<file path="config.mk">
export PLATFORM = sky130hd
export DESIGN_NAME = instr_fetch
export DESIGN_NICKNAME = d
export VERILOG_FILES = /design/src/rtl/fetch_pkg.sv /design/src/rtl/instr_fetch.sv
export SDC_FILE = /design/constraint.sdc
export NUM_CORES = 1
export LEC_CHECK = 0
export ABC_CLOCK_PERIOD_IN_PS = 4800
export CAP_MARGIN = 20
export CORE_ASPECT_RATIO = 1.75
export CORE_MARGIN = 10
export CORE_UTILIZATION = 30
export CTS_BUF_LIST = sky130_fd_sc_hd__clkbuf_16
export CTS_CLUSTER_DIAMETER = 50
export DETAILED_ROUTE_END_ITERATION = 6
export HOLD_SLACK_MARGIN = 0.02
export PLACE_DENSITY = 0.62
export REMOVE_ABC_BUFFERS = 1
export SYNTH_ARGS = -nofsm -noshare
export SYNTH_HDL_FRONTEND = slang
export SYNTH_SLANG_ARGS = --single-unit
</file>
<file path="constraint.sdc">
create_clock -name clk -period 4.8 [get_ports clk]
set_input_delay 0.96 -clock clk [delete_from_list [all_inputs] [get_ports clk]]
set_output_delay 0.96 -clock clk [all_outputs]
set_load 0.05 [all_outputs]
</file>
<file path="src/rtl/fetch_pkg.sv">
`default_nettype none
// ============================================================================
// Module : fetch_pkg
// Brief  : Shared constants and state encoding for the instruction fetch
//          stage (datapath width, halt sentinel word, PC increment, FSM
//          state enum).
// Rev    : 1.0  initial release
// ============================================================================
package fetch_pkg;

  localparam int XLEN = 32;

  // Fetching this word stops the fetch stage instead of forwarding it.
  localparam logic [XLEN-1:0] HALT_WORD = 32'hFFFF_FFFF;

  localparam logic [XLEN-1:0] PC_STEP = 32'd4;

  typedef enum logic [1:0] {
    FETCH  = 2'd0,
    HALTED = 2'd1,
    FAULT  = 2'd2
  } fetch_state_e;

endpackage : fetch_pkg
`default_nettype wire

</file>
<file path="src/rtl/instr_fetch.sv">
`default_nettype none
// ============================================================================
// Module : instr_fetch
// Brief  : Single-entry instruction fetch stage. Drives the PC onto an
//          external combinational instruction memory and registers the
//          returned word into a one-deep output slot with valid/ready
//          handshake. Supports PC redirect (flush), halt-word detection and
//          misaligned / out-of-range PC faults.
// Ports  : clk, rst            - clock, async active-high reset
//          imem_addr/imem_data - instruction memory address (=PC) / word
//          redirect_valid/_pc  - load a new PC, flushing the held slot
//          inst_valid/_ready   - output slot handshake
//          inst_data/inst_pc   - held instruction and its PC
//          halted/fault        - terminal status flags
// Rev    : 1.0  initial release
// ============================================================================
module instr_fetch
  import fetch_pkg::*;
#(
  parameter logic [XLEN-1:0] RESET_PC   = 32'h0000_0000,
  parameter int              IMEM_WORDS = 16
) (
  input  logic            clk,
  input  logic            rst,
  output logic [XLEN-1:0] imem_addr,
  input  logic [XLEN-1:0] imem_data,
  input  logic            redirect_valid,
  input  logic [XLEN-1:0] redirect_pc,
  output logic            inst_valid,
  input  logic            inst_ready,
  output logic [XLEN-1:0] inst_data,
  output logic [XLEN-1:0] inst_pc,
  output logic            halted,
  output logic            fault
);

  // One bit wider than the PC so the limit itself cannot overflow.
  localparam logic [XLEN:0] PC_LIMIT = (XLEN+1)'(IMEM_WORDS * 4);

  fetch_state_e    state_q, state_d;
  logic [XLEN-1:0] pc_q, pc_d;
  logic            valid_q, valid_d;
  logic [XLEN-1:0] data_q, data_d;
  logic [XLEN-1:0] ipc_q, ipc_d;
  logic            halted_q, fault_q;

  logic            slot_free;
  logic            pc_out_of_range;

  assign slot_free       = !valid_q || inst_ready;
  assign pc_out_of_range = {1'b0, pc_q} >= PC_LIMIT;

  // --------------------------------------------------------------------------
  // Next-state logic. Priority inside FETCH: redirect, then range fault,
  // then halt word, then normal capture.
  // --------------------------------------------------------------------------
  always_comb begin
    state_d = state_q;
    pc_d    = pc_q;
    valid_d = valid_q;
    data_d  = data_q;
    ipc_d   = ipc_q;

    unique case (state_q)
      FETCH: begin
        if (redirect_valid) begin
          // Flush regardless of inst_ready; the held word is stale.
          valid_d = 1'b0;
          if (redirect_pc[1:0] == 2'b00) begin
            pc_d = redirect_pc;
          end else begin
            state_d = FAULT;
          end
        end else if (slot_free) begin
          if (pc_out_of_range) begin
            valid_d = 1'b0;
            state_d = FAULT;
          end else if (imem_data == HALT_WORD) begin
            valid_d = 1'b0;
            state_d = HALTED;
          end else begin
            data_d  = imem_data;
            ipc_d   = pc_q;
            valid_d = 1'b1;
            pc_d    = pc_q + PC_STEP;
          end
        end
      end

      HALTED, FAULT: begin
        // Terminal until reset; redirects are ignored.
        valid_d = 1'b0;
      end

      default: begin
        state_d = FETCH;
        valid_d = 1'b0;
      end
    endcase
  end

  // --------------------------------------------------------------------------
  // State registers
  // --------------------------------------------------------------------------
  always_ff @(posedge clk or posedge rst) begin
    if (rst) begin
      state_q  <= FETCH;
      pc_q     <= RESET_PC;
      valid_q  <= 1'b0;
      data_q   <= '0;
      ipc_q    <= '0;
      halted_q <= 1'b0;
      fault_q  <= 1'b0;
    end else begin
      state_q  <= state_d;
      pc_q     <= pc_d;
      valid_q  <= valid_d;
      data_q   <= data_d;
      ipc_q    <= ipc_d;
      halted_q <= (state_d == HALTED);
      fault_q  <= (state_d == FAULT);
    end
  end

  assign imem_addr  = pc_q;
  assign inst_valid = valid_q;
  assign inst_data  = data_q;
  assign inst_pc    = ipc_q;
  assign halted     = halted_q;
  assign fault      = fault_q;

endmodule : instr_fetch
`default_nettype wire

</file>
### After elaboration in Yosys (flattened, before gate mapping)

Cells that the tools add are included.
W data, S select, Z words.

| storage, ports and cells | value |
|---|---|
| bits in registers | 101 |
| input port bits | 68 |
| output and inout port bits | 99 |

| cells by class | value |
|---|---|
| $add $sub $neg | 1 |
| order comparisons | 1 |
| eq/ne operators | 9 |
| mux-type cells | 16 |
| bitwise logic cells | 3 |
| reduce and logical (&&, ||, !) cells | 8 |

Operator list:

| operator | count |
|---|---|
| $mux W32 | 5 |
| $add A32 B3 Y32 const B | 1 |
| $eq A32 B32 Y1 const B | 1 |
| $ge A32 B7 Y1 const B | 1 |
| $mux W2 | 5 |
| $reduce_and A5 Y1 | 2 |
| $mux W1 | 5 |
| $eq A2 B1 Y1 const B | 2 |
| $eq A2 B2 Y1 const B | 2 |
| $logic_not A2 Y1 | 2 |
| $ne A2 B2 Y1 const B | 2 |
| $pmux W2 S2 | 1 |
| $ne A3 B3 Y1 const B | 1 |
| $not A1 Y1 | 3 |
| $ne A2 B1 Y1 const B | 1 |
| $reduce_bool A2 Y1 | 1 |
| $reduce_or A2 Y1 | 1 |
| $logic_not A1 Y1 | 1 |
| $logic_or A1 B1 Y1 | 1 |

### Depth between registers and ports, before layout

Gate-level depths: netlist (run 1).

| logic depth | value |
|---|---|
| depth in word-level cells | 7 |
| depth in mapped cells | 8 |

### Least setup slack after synthesis (run 1)

OpenSTA, ideal clock, no wires.

| timing | value |
|---|---|
| kind | input-to-reg |
| from | input port redirect_valid |
| to | register data_q[10], in the netlist inst_data[10] |
| arrival | 2.482 ns |
| path slack | 2.193 ns |
| stages on the path | 8 |
| path buffers | 2 |
| path through | nor4_1 -> nand4_1 -> nor2_2 -> nand2_1 -> or4_4 -> buf_6 -> buf_6 -> mux2_4 |

| on the way | value |
|---|---|
| word-level cells in the longest chain between the ends | 2 |

RTL lines:

| item | line | RTL |
|---|---|---|
| start, declared | instr_fetch.sv:27 | `input logic redirect_valid,` |
| $not A1 Y1 (no line) | -- |  |
| $reduce_and A5 Y1 (no line) | -- |  |
| end signal, assigned | instr_fetch.sv:118 | `data_q <= data_d;` |
| end, declared | instr_fetch.sv:43 | `logic [XLEN-1:0] data_q, data_d;` |

Every way passes these cells.
A chain may end at the register's enable or synchronous reset.

### Final worst setup path (run 1)

| timing | value |
|---|---|
| from | input port redirect_valid |
| to | register pc_q[14], in the netlist imem_addr[14] |

| on the way | value |
|---|---|
| word-level cells in the longest chain between the ends | 2 |
| elaborated cells on any way between the ends | 6 |
| classes of those cells | eq/ne: 3; mux: 1; reduce/logical: 2 |

RTL lines:

| item | line | RTL |
|---|---|---|
| $ne A2 B1 Y1 (no line) (tied with other cells) | -- |  |
| $reduce_and A5 Y1 (no line) | -- |  |
| end signal, assigned | instr_fetch.sv:116 | `pc_q <= pc_d;` |
| end, declared | instr_fetch.sv:41 | `logic [XLEN-1:0] pc_q, pc_d;` |

Parallel ways exist; a longest one is shown, timed or not.

==> metrics.csv, run 1 <==
metric;value;unit
drt_iter0_markers;108;
avgSynthCellArea;12.1;µm²
cts_resized;0;
final_cell_count_no_fill;687;
fmax;299;MHz
postSynthCellCount;341;
report.power.total;1.71;mW
grt_usage;13.4;%
synth-seq-cells;101;
clockBufferDepth;2;
clkSlewWorstSetupHoldPaths;0.07;ns
post_cts_buffers;0;
ant_nets;0;
cp.required;5.05;ns
cap_violations;0;
crit_chain;clkdlybuf4s50_1, buf_4, inv_1, nor3_1, nor2b_1, buf_4, nor2_1, a21oi_1;
fin_nets;579;
p_per_area;273;mW/mm²
drt_wl_total;12700;µm
hold_slack;0.483;ns
syn2layout_area_growth;50.7;%
tns;0;ns
ys_seq_area_share;61.0;%
timing.final.crit_share;69.7;%
global_route.usage.met3;5.57;%
swShare;24.2;%
endpoint_kind;flop;
cp_data_arrival_time;3.60;ns
synth_flop_cell;dfrtp_1;
core-area;0.0135;mm²
postLayoutCoreUtil;46.4;%
cpMaxStageDelayCell;nor2b_1;
fin_area;0.00624;mm²
grt_pass1_vias;3640;
dr.pass1.iters;4;
cts_tree;yes;
grt_max_degree;66;
grt_use_met2;23.2;%
status;finished clean;
switchingPower;413;µW
root_buffer;clkbuf_16;
vdd_ir_drop_max;0.000154;V
tightest_slew;0.835;ns
cp_max_fo;13;
n_antenna_cell;0;
grt_busiest_layer;met2;
synth_warnings;0;
drcViolationCount;0;
min_path_type;flop to flop;
place_congestion;0.819;
p_leak;2.83;nW
setup_viol;0;
rsz0062_at_grt;false;
syn-cell-area;0.00414;mm²
synthArstFlopShare;100;%
fill_cells;1281;
clock_power_share;38.4;%
dp_hpwl;9750;µm
rrSetupSlack;2.05;ns
critPathBufInv;4;
dieArea;0.0191;mm²
cts.sinks;101;
grt_pass1_wl;20000;µm
overflow;0;
p_comb_share;10.3;%
clkLatencyLatePin;0.34;ns
via_count;3259;
detailedPlace.worstSlack;1.10;ns
antenna_found_initial;0;
post-route-min-period;3.34;ns
skew;0.0121;ns
start_util;30.8;%
die_y;175;µm
synth_cell_types;31;
final-hold-violation-count;0;
std_cell_rows;56;
p_int;1.29;mW
grt_util_met1;14.3;%
crit_top_cell;buf_4;
synth_edf_count;0;
cts_max_level;3;
slowest_delay;0.74;ns
port_buffers;166;
wl_per_cell;18.4;µm
p_seq_share;51.3;%
fin_ws;1.46;ns
path_class;input port to flop;
placedCellCount;672;
place_area;0.00598;mm²
routed_via_density;4.74;
slew_headroom;44.2;%
start_kind;input port;
cts_buffers;9;
slew_viol_final;0;
hold_buffers;0;
die_w;109;µm
crit_family;simple AND/OR/NAND/NOR gates;
drive_gt1_share;12.3;%
pin_count;167;
-- path summary, 6_finish.rpt --
kind / from / to / cells after the start
hold / removal: inst_pc[19]$_DFFE_PP0P_ / inst_pc[19]$_DFFE_PP0P_ / 1
setup / recovery: redirect_valid / imem_addr[14]$_DFFE_PP0P_ / 8
max in group asynchronous: rst / inst_pc[28]$_DFFE_PP0P_ / 3
min in group asynchronous: rst / inst_pc[17]$_DFFE_PP0P_ / 2
hold reg to reg: inst_pc[19]$_DFFE_PP0P_ / inst_pc[19]$_DFFE_PP0P_ / 1
setup reg to reg: imem_addr[16]$_DFFE_PP0P_ / inst_data[12]$_DFFE_PP0P_ / 6
-- layout by cell type, fill, tap and decap left out, drive strengths merged --
cell,synthesis,layout
o31ai,1,1
inv,4,6
or2,1,1
nor2,18,18
a2bb2oi,3,3
clkinv,0,2
clkbuf,8,9
nor3,6,6
or4,1,1
mux2i,3,3
o22ai,8,8
a21oi,12,12
clkinvlp,0,2
o41ai,2,2
buf,6,5
clkdlybuf4s50,0,166
nor2b,3,3
nor4,8,8
nand2,51,51
dfrtp,101,101
a31oi,1,1
mux2,40,40
or3,1,1
and2,28,28
a211oi,1,1
o21ai,6,6
nand3,6,6
nand4,14,14
and4,1,1
nand2b,5,5
ha,2,2
-- routing by layer --
metal  wire, µm  vias to the layer above
met2       6600                      152
met4        167                        0
met1       4780                     1571
met3       1110                       14
li1           -                     1522
met5          0                        -
-- cells by family after synthesis --
| family | count (synthesis) | synth area share, % |
|---|---|---|
| buffers and inverters | 18 | 2.42 |
| muxes | 43 | 13.7 |
| DFF | 101 | 61.0 |
| and+or+nand+nor | 143 | 17.3 |
| AOI/OAI and AO/OA | 34 | 4.96 |
| adders and majority gates | 2 | 0.604 |
-- area by class of cell --
| type | instances | area [µm²] | area share [%] |
|---|---|---|---|
| repair buffers | 171 | 1700 | 27.2 |
| clock buffers | 9 | 225 | 3.61 |
| well taps | 174 | 218 | 3.49 |
| clock inverters | 6 | 41.3 | 0.661 |
| inverters | 4 | 17.5 | 0.281 |
| multi-input cells | 222 | 1510 | 24.3 |
| flip-flops and latches | 101 | 2530 | 40.5 |
-- cells in the mapped netlist, types with 8 or more instances --
cell	instances	share of area (%)
nor2_1	17	1.5
clkbuf_1	8	0.73
a21oi_1	12	1.5
nand2_1	51	4.6
mux2_2	17	4.6
and2_1	28	4.2
nand4_1	14	2.1
o22ai_1	8	1.2
dfrtp_1	101	61
nor4_1	8	1.2
mux2_4	23	8.3
-- worst register-to-register path: cells and delay by family, from the launching register on --
kind,cells,cell delay [ns]
simple gates,5,1.75
mux,1,0.46
flops,1,0.42
-- registers in the layout, indices dropped and copies added, names as in the netlist --
| signal | count |
|---|---|
| halted | 1 |
| imem_addr | 32 |
| inst_valid | 1 |
| inst_pc | 32 |
| fault | 1 |
| state_q | 2 |
| inst_data | 32 |
-- power by group through the flow --
stage                     sequential (mW)  clock, mW  combinational (mW)
after global routing                0.877      0.727               0.189
after CTS                           0.875      0.689               0.178
after floorplan                     0.928          0              0.0365
after global placement              0.890          0               0.175
after detailed placement            0.891          0               0.177
final                               0.875      0.656               0.175
Note: power is estimated with default switching activity, not from simulation.
==> inputs of run 2 (changes only) <==
--- a/config.mk
+++ b/config.mk
@@ -5,7 +5,7 @@
 export SDC_FILE = /design/constraint.sdc
 export NUM_CORES = 1
 export LEC_CHECK = 0
-export ABC_CLOCK_PERIOD_IN_PS = 4800
+export ABC_CLOCK_PERIOD_IN_PS = 3200
 export CAP_MARGIN = 20
 export CORE_ASPECT_RATIO = 1.75
 export CORE_MARGIN = 10
==> constraint.sdc (replaced) <==
create_clock -name clk -period 3.2 [get_ports clk]
set_input_delay 0.64 -clock clk [delete_from_list [all_inputs] [get_ports clk]]
set_output_delay 0.64 -clock clk [all_outputs]
set_load 0.05 [all_outputs]
==> run 2 against run 1 <==
Flip-flop and latch count unchanged. Cell area rose by 2.2%. Critical path depth unchanged. Clock power up 57%. Worst setup slack lost 0.91 ns. Via count up 2.0%. Die area is the same. Hold slack better by 0.0020 ns. Combinational power is 53% higher. Largest cell class unchanged.
==> metrics.csv, run 2 (same netlist as run 1, synthesis figures left out) <==
metric;value;unit
status;finished clean;
grt_pass1_vias;3746;
drt_iter0_markers;80;
root_buffer;clkbuf_16;
slew_viol_final;0;
dr.pass1.iters;4;
cap_violations;0;
port_buffers;166;
cts_tree;yes;
start_util;30.8;%
cts_max_level;3;
cp_max_fo;18;
drt_wl_total;13100;µm
setup_viol;0;
fmax;376;MHz
skew;0.0105;ns
slew_headroom;45.2;%
cts.sinks;101;
overflow;0;
cp_data_arrival_time;2.89;ns
clkSlewWorstSetupHoldPaths;0.07;ns
post-route-min-period;2.66;ns
place_area;0.00610;mm²
fin_area;0.00638;mm²
fin_nets;589;
switchingPower;650;µW
n_antenna_cell;0;
layout_common_cells;clkdlybuf4s50_1 (166), dfrtp_1 (101), nand2_1 (51), and2_1 (28), mux2_4 (23);
grt_max_degree;50;
p_leak;2.91;nW
clock_power_share;39.4;%
p_seq_share;50.4;%
timing.final.crit_share;83.1;%
vdd_ir_drop_max;0.000248;V
die_y;175;µm
mostFrequentLayoutCell;clkdlybuf4s50_1;
endpoint_kind;flop;
clockBufferDepth;2;
wl_per_cell;18.8;µm
grt_usage;14.3;%
die_w;109;µm
std_cell_rows;56;
swShare;24.9;%
hold_slack;0.485;ns
core-area;0.0135;mm²
start_kind;flop;
drcViolationCount;0;
syn2layout_area_growth;54.1;%
cts_resized;0;
dieArea;0.0191;mm²
final_cell_count_no_fill;698;
via_count;3323;
hold_buffers;0;
min_path_type;flop to flop;
ant_nets;0;
place_congestion;0.838;
p_per_area;409;mW/mm²
tightest_slew;0.819;ns
dp_hpwl;10500;µm
placedCellCount;682;
p_int;1.96;mW
post_cts_buffers;0;
pin_count;167;
clkLatencyLatePin;0.34;ns
cp.required;3.43;ns
cts_buffers;9;
final-hold-violation-count;0;
drive_gt1_share;14.3;%
routed_via_density;4.76;
antenna_found_initial;0;
grt_pass1_wl;21300;µm
rsz0062_at_grt;false;
p_comb_share;10.2;%
path_class;flop to flop;
run 2: power by group through the flow:
stage	registers, mW	logic (mW)	clock network, mW
2_1_floorplan	1.39	0.0548	0
3_3_place_gp	1.34	0.268	0
3_5_place_dp	1.34	0.270	0
4_1_cts	1.31	0.272	1.07
5_1_grt	1.32	0.289	1.13
6_report	1.31	0.267	1.03
run 2: metrics by stage:
step	TNS [ns]	util (%)	total power, mW	setup WS, ns
2_1_floorplan	-8.80	-	1.45	-0.0871
3_3_place_gp	0	45.3	1.60	0.218
3_5_place_dp	0	45.3	1.61	0.167
4_1_cts	0	47.4	2.66	0.517
5_1_grt	0	47.4	2.74	0.390
6_report	0	47.4	2.61	0.542
run 2: layout make-up:
type	count	area [µm²]
Sequential cell	101	2530
Timing Repair Buffer	181	1820
Clock buffer	9	225
Clock inverter	7	56.3
Fill cell	1239	7070
Tap cell	174	218
Multi-Input combinational cell	222	1510
Inverter	4	17.5
run 2: path summary, 6_finish.rpt:
| path | startpoint | to | slack (ns) | cells past startpoint |
|---|---|---|---|---|
| min in group asynchronous | rst | imem_addr[1]$_DFFE_PP0P_ | 0.65 | 2 |
| max reg2reg | imem_addr[8]$_DFFE_PP0P_ | inst_pc[22]$_DFFE_PP0P_ | 0.54 | 8 |
| min reg2reg | inst_pc[28]$_DFFE_PP0P_ | inst_pc[28]$_DFFE_PP0P_ | 0.48 | 1 |
| max | imem_addr[8]$_DFFE_PP0P_ | inst_pc[22]$_DFFE_PP0P_ | 0.54 | 8 |
| min | inst_pc[28]$_DFFE_PP0P_ | inst_pc[28]$_DFFE_PP0P_ | 0.48 | 1 |
| max in group asynchronous | rst | state_q[1]$_DFF_PP0_ | 1.89 | 3 |
run 2: metal layers:
layer	vias to the layer above	track usage (%)	routed length (µm)	share of wire [%]
met5	-	0	0	0
met4	0	6.18	364	2.8
met3	20	4.80	1050	8.0
met2	144	24.9	6980	53
met1	1618	15.0	4740	36
li1	1541	-	-	-
run 2: worst max-delay path: stages (launching register included):
cell	delay (ns)
dfrtp_1	0.42
nor4_1	0.56
nand4_1	0.18
nor2_2	0.21
nand2_1	0.10
or4_4	0.47
buf_4	0.23
buf_4	0.20
and2_1	0.17
==> patch 1 (config.mk and constraints of run 2) <==
Change the package constant `XLEN` from 32 to 40.
--- a/src/rtl/fetch_pkg.sv
+++ b/src/rtl/fetch_pkg.sv
@@ -10,3 +10,3 @@
 
-  localparam int XLEN = 32;
+  localparam int XLEN = 40;
 
Interface: changed (5 resized); port bits go from 167 to 207. No check against the original RTL was run, so the function may have changed too.
==> patch 1 against run 2 <==
  * Cell area increased by 32%
  * Sequential cell count up 24
  * Count of clock-buffer cells in the layout is 8 higher
  * Power grew 55%
  * Global-route usage is 1.3 points higher
  * Setup slack lost 0.38 ns
  * Clock power is 81% higher
  * Sequential share of layout area decreased by 2.5 points
  * Routed wire length increased by 43%
  * Synthesized area up 31%
==> patch 1: results (changes against run 2) <==
stage,metric,value,unit,change
power,worst vdd ir,0.000219,V,-12%
global_routing,GR Util met1,17.2,%,+2.2 points
detailed_routing,WL final,18800,um,+43%
logic_synthesis,sequential share of the synthesized area,57.6,%,-3.5 points
sta,Least-Margin Pin Slew,0.703,ns,-0.116 ns
global_routing,first-pass GRT wire length,29500,um,+38%
logic_synthesis,mux cell area share after synthesis,12.7,%,-1.0 points
clocking,TritonCTS buffer count,17,,+8
detailed_routing,Met1 Wirelength,7100,um,+50%
power,Leak,3.71,nW,+27%
sta,Post-Route Skew,0.0105,ns,+0.0000808 ns
place,RD Place Congestion,0.922,,+10%
finish,Filler cells,1694,,+37%
critical_path,max incr delay on CP,0.63,ns,+0.07 ns
logic_synthesis,Netlist cell types,52,,+68%
critical_path,Worst EP arrival,3.30,ns,+0.41 ns
power,clock share of power,46.0,%,+6.6 points
place,hpwl dp,14400,um,+37%
detailed_routing,DRT iter0 DRCs,299,,+270%
logic_synthesis,adder-cell share of the synthesized area,0.461,%,-0.14 points
detailed_routing,highest metal layer with signal wires,met4,,
finish,share of cells above drive strength 1,16.1,%,+1.8 points
clocking,number of H-tree levels,4,,+1
detailed_routing,metal2 WL,9670,um,+38%
place,dpl ws,-0.0151,ns,-0.182 ns
place,I/O Buffers,206,,+24%
critical_path,CP Max Fanout,6,,-12
place,cell count after placement,900,,+32%
global_routing,number of global-route vias before repair,5108,,+36%
power,Int Power,2.99,mW,+53%
logic_synthesis,synthesized instance count,454,,+33%
outcome,outcome,finished clean,,
finish,register area,0.00313,mm2,+24%
clocking,worst skew pair latency,0.41,ns,+0.07 ns
logic_synthesis,"top cells by area, synth","dfrtp_1 (58%), mux2_4 (8.3%), and2_1 (4.5%), mux2_2 (2.9%), nand2_1 (2.2%)",,
global_routing,total track usage,15.6,%,+1.3 points
global_routing,largest net degree at the start of global routing,39,,-22%
power,Power Density,479,mW/mm2,+17%
global_routing,grt met3 use,5.39,%,+0.59 points
power,comb pwr,514,uW,+93%
critical_path,slowest CP cell,or4b_4,,
detailed_routing,DR WL/cell,20.2,um,+7.5%
logic_synthesis,Synth Area in Compound Gates,9.42,%,+4.5 points
detailed_routing,wire length on met3,1690,um,+61%
detailed_routing,vias per cell,4.98,,+4.7%
global_routing,met2 Use GR,27.0,%,+2.0 points
[patch 1: worst paths after layout]
path,from,end,slack (ns),cells past startpoint
max in group asynchronous,rst,imem_addr[28],1.69,3
min in group asynchronous,rst,inst_data[27],0.63,2
max reg2reg,imem_addr[23],imem_addr[6],0.16,7
min reg2reg,inst_pc[15],inst_pc[15],0.48,1
min,inst_pc[15],inst_pc[15],0.48,1
max,imem_addr[23],imem_addr[6],0.16,7
[patch 1: cell families after synthesis]
group / Yosys count
and+or+nand+nor: 161
DFF: 125
AOI/OAI and AO/OA: 79
muxes: 52
buffers and inverters: 35
adders and majority gates: 2
[patch 1: area by class of cell]
class	instances	share of cell area, %
flip-flops and latches	125	37.1
clock buffers	17	5.04
inverters	14	0.652
clock inverters	14	1.72
repair buffers	233	27.1
well taps	234	3.47
multi-input cells	294	24.9
==> patch 2 (flow settings as in run 2) <==
Without the edit above. Take the reset off `data_q` and load it in a clocked block of its own.
--- a/src/rtl/instr_fetch.sv
+++ b/src/rtl/instr_fetch.sv
@@ -109,3 +109,2 @@
       valid_q  <= 1'b0;
-      data_q   <= '0;
       ipc_q    <= '0;
@@ -117,3 +116,2 @@
       valid_q  <= valid_d;
-      data_q   <= data_d;
       ipc_q    <= ipc_d;
@@ -122,2 +120,6 @@
     end
+  end
+
+  always_ff @(posedge clk) begin
+    data_q <= data_d;
   end
Formal check against the unedited RTL: not equivalent (a bounded check fails within 4 cycles, from zero or initial values and one cycle with rst high).
==> patch 2 against run 2 <==
  * Setup slack gained 0.13 ns
  * Highest routed layer unchanged
  * Largest power group unchanged
  * Power shrank 2.4%
  * Cell area shrank 1.4%
  * Non-clock buffer count shrank 3
  * Synthesized area shrank 1.2%
  * Sequential cell count is the same
  * Via count grew 1.4%
  * Maximum frequency grew 5.2%
  * Routed wire length grew 0.52%
  * Clock skew shrank 0.0034 ns
==> patch 2: results (changes against run 2) <==
stage,metric,value,unit,change
outcome,outcome,finished clean,,
place,Area after DPL,0.00603,mm2,-1.2%
place,cell count after placement,673,,-1.3%
global_routing,first-pass GRT wire length,20000,um,-6.0%
place,hpwl dp,10100,um,-3.9%
global_routing,total track usage,13.7,%,-0.59 points
detailed_routing,DRT Pass-1 Iters,5,,+1
sta,Post-Route Skew,0.00702,ns,-0.00344 ns
logic_synthesis,Post-synth EDFFs,32,,+32
global_routing,largest net degree at the start of global routing,37,,-26%
detailed_routing,WL final,13200,um,+0.52%
sta,Least-Margin Pin Slew,0.738,ns,-0.0817 ns
logic_synthesis,"top cells by area, synth","dfrtp_1 (42%), edfxtp_1 (23%), and2_1 (4.6%), nand2_1 (3.0%), o22a_1 (2.4%)",,
logic_synthesis,sequential share of the synthesized area,65.7,%,+4.6 points
detailed_routing,DRT iter0 DRCs,232,,+190%
finish,nets,580,,-1.5%
finish,Layout Cells excl Fill,690,,-1.1%
floorplanning,number of cell rows,56,,unchanged
power,Leak,2.55,nW,-12%
logic_synthesis,fraction of registers with async set/reset,68.3,%,-32 points
critical_path,Worst EP arrival,2.76,ns,-0.13 ns
finish,share of cells above drive strength 1,8.35,%,-6.0 points
detailed_routing,total number of vias,3368,,+1.4%
global_routing,number of global-route vias before repair,3458,,-7.7%
place,dpl ws,0.334,ns,+0.167 ns
power,worst vdd ir,0.000226,V,-8.8%
detailed_routing,Met1 Wirelength,5010,um,+5.7%
detailed_routing,wire length on met3,878,um,-16%
place,RD Place Congestion,0.834,,-0.55%
detailed_routing,metal2 WL,7090,um,+1.5%
logic_synthesis,commonest cells in the netlist,"dfrtp_1 (69), nand2_1 (33), edfxtp_1 (32)",,
logic_synthesis,Syn Area/Cell,12.2,um2,+0.29%
## patch 2: metal layers
layer	global-route usage [%]	vias up
li1	-	1581
met1	15.0	1644
met3	3.56	14
met4	5.68	0
met2	23.9	129
met5	0	-
## patch 2: logic make-up (layout without fill, tap and decap cells)
logic type	after synthesis	in the layout	synth area share, %
adder cells (fa/ha/maj)	2	2	0.611
other	0	1	0
multiplexers	9	9	2.45
buffers and inverters	25	204	2.42
AO/OA/AOI/OAI	64	64	10.9
AND/OR/NAND/NOR	135	135	18.0
flip-flops	101	101	65.7
## patch 2: worst paths after layout
check                               startpoint            end  slack, ns  cells after the start
worst min-delay path               inst_pc[29]    inst_pc[29]       0.48                      1
max in group asynchronous                  rst     inst_valid       1.78                      3
worst min register to register     inst_pc[29]    inst_pc[29]       0.48                      1
worst max register to register    imem_addr[9]  inst_data[24]       0.77                      6
min in group asynchronous                  rst    inst_pc[18]       0.75                      2
worst max-delay path            redirect_valid  imem_addr[31]       0.67                      6
## patch 2: worst max-delay path, stage by stage
cell             delay (ns)
clkdlybuf4s50_1        0.44
buf_4                  0.24
or4_4                  0.59
or4_4                  0.54
nor3_1                 0.23
o2bb2ai_1              0.08
## patch 2: final cells by class
| class | instances | area [um2] |
|---|---|---|
| fillers | 1233 | 7090 |
| flip-flops and latches | 101 | 2690 |
| repair buffers | 178 | 1780 |
| multi-input cells | 210 | 1310 |
| clock buffers | 9 | 225 |
| well taps | 174 | 218 |
| clock inverters | 7 | 42.5 |
| inverters | 10 | 37.5 |
| diodes | 1 | 2.50 |
## patch 2: power by group
| part | switching, mW | internal, mW | total [mW] |
|---|---|---|---|
| clock network | 0.461 | 0.520 | 0.981 |
| logic | 0.100 | 0.110 | 0.210 |
| registers | 0.0124 | 1.34 | 1.35 |
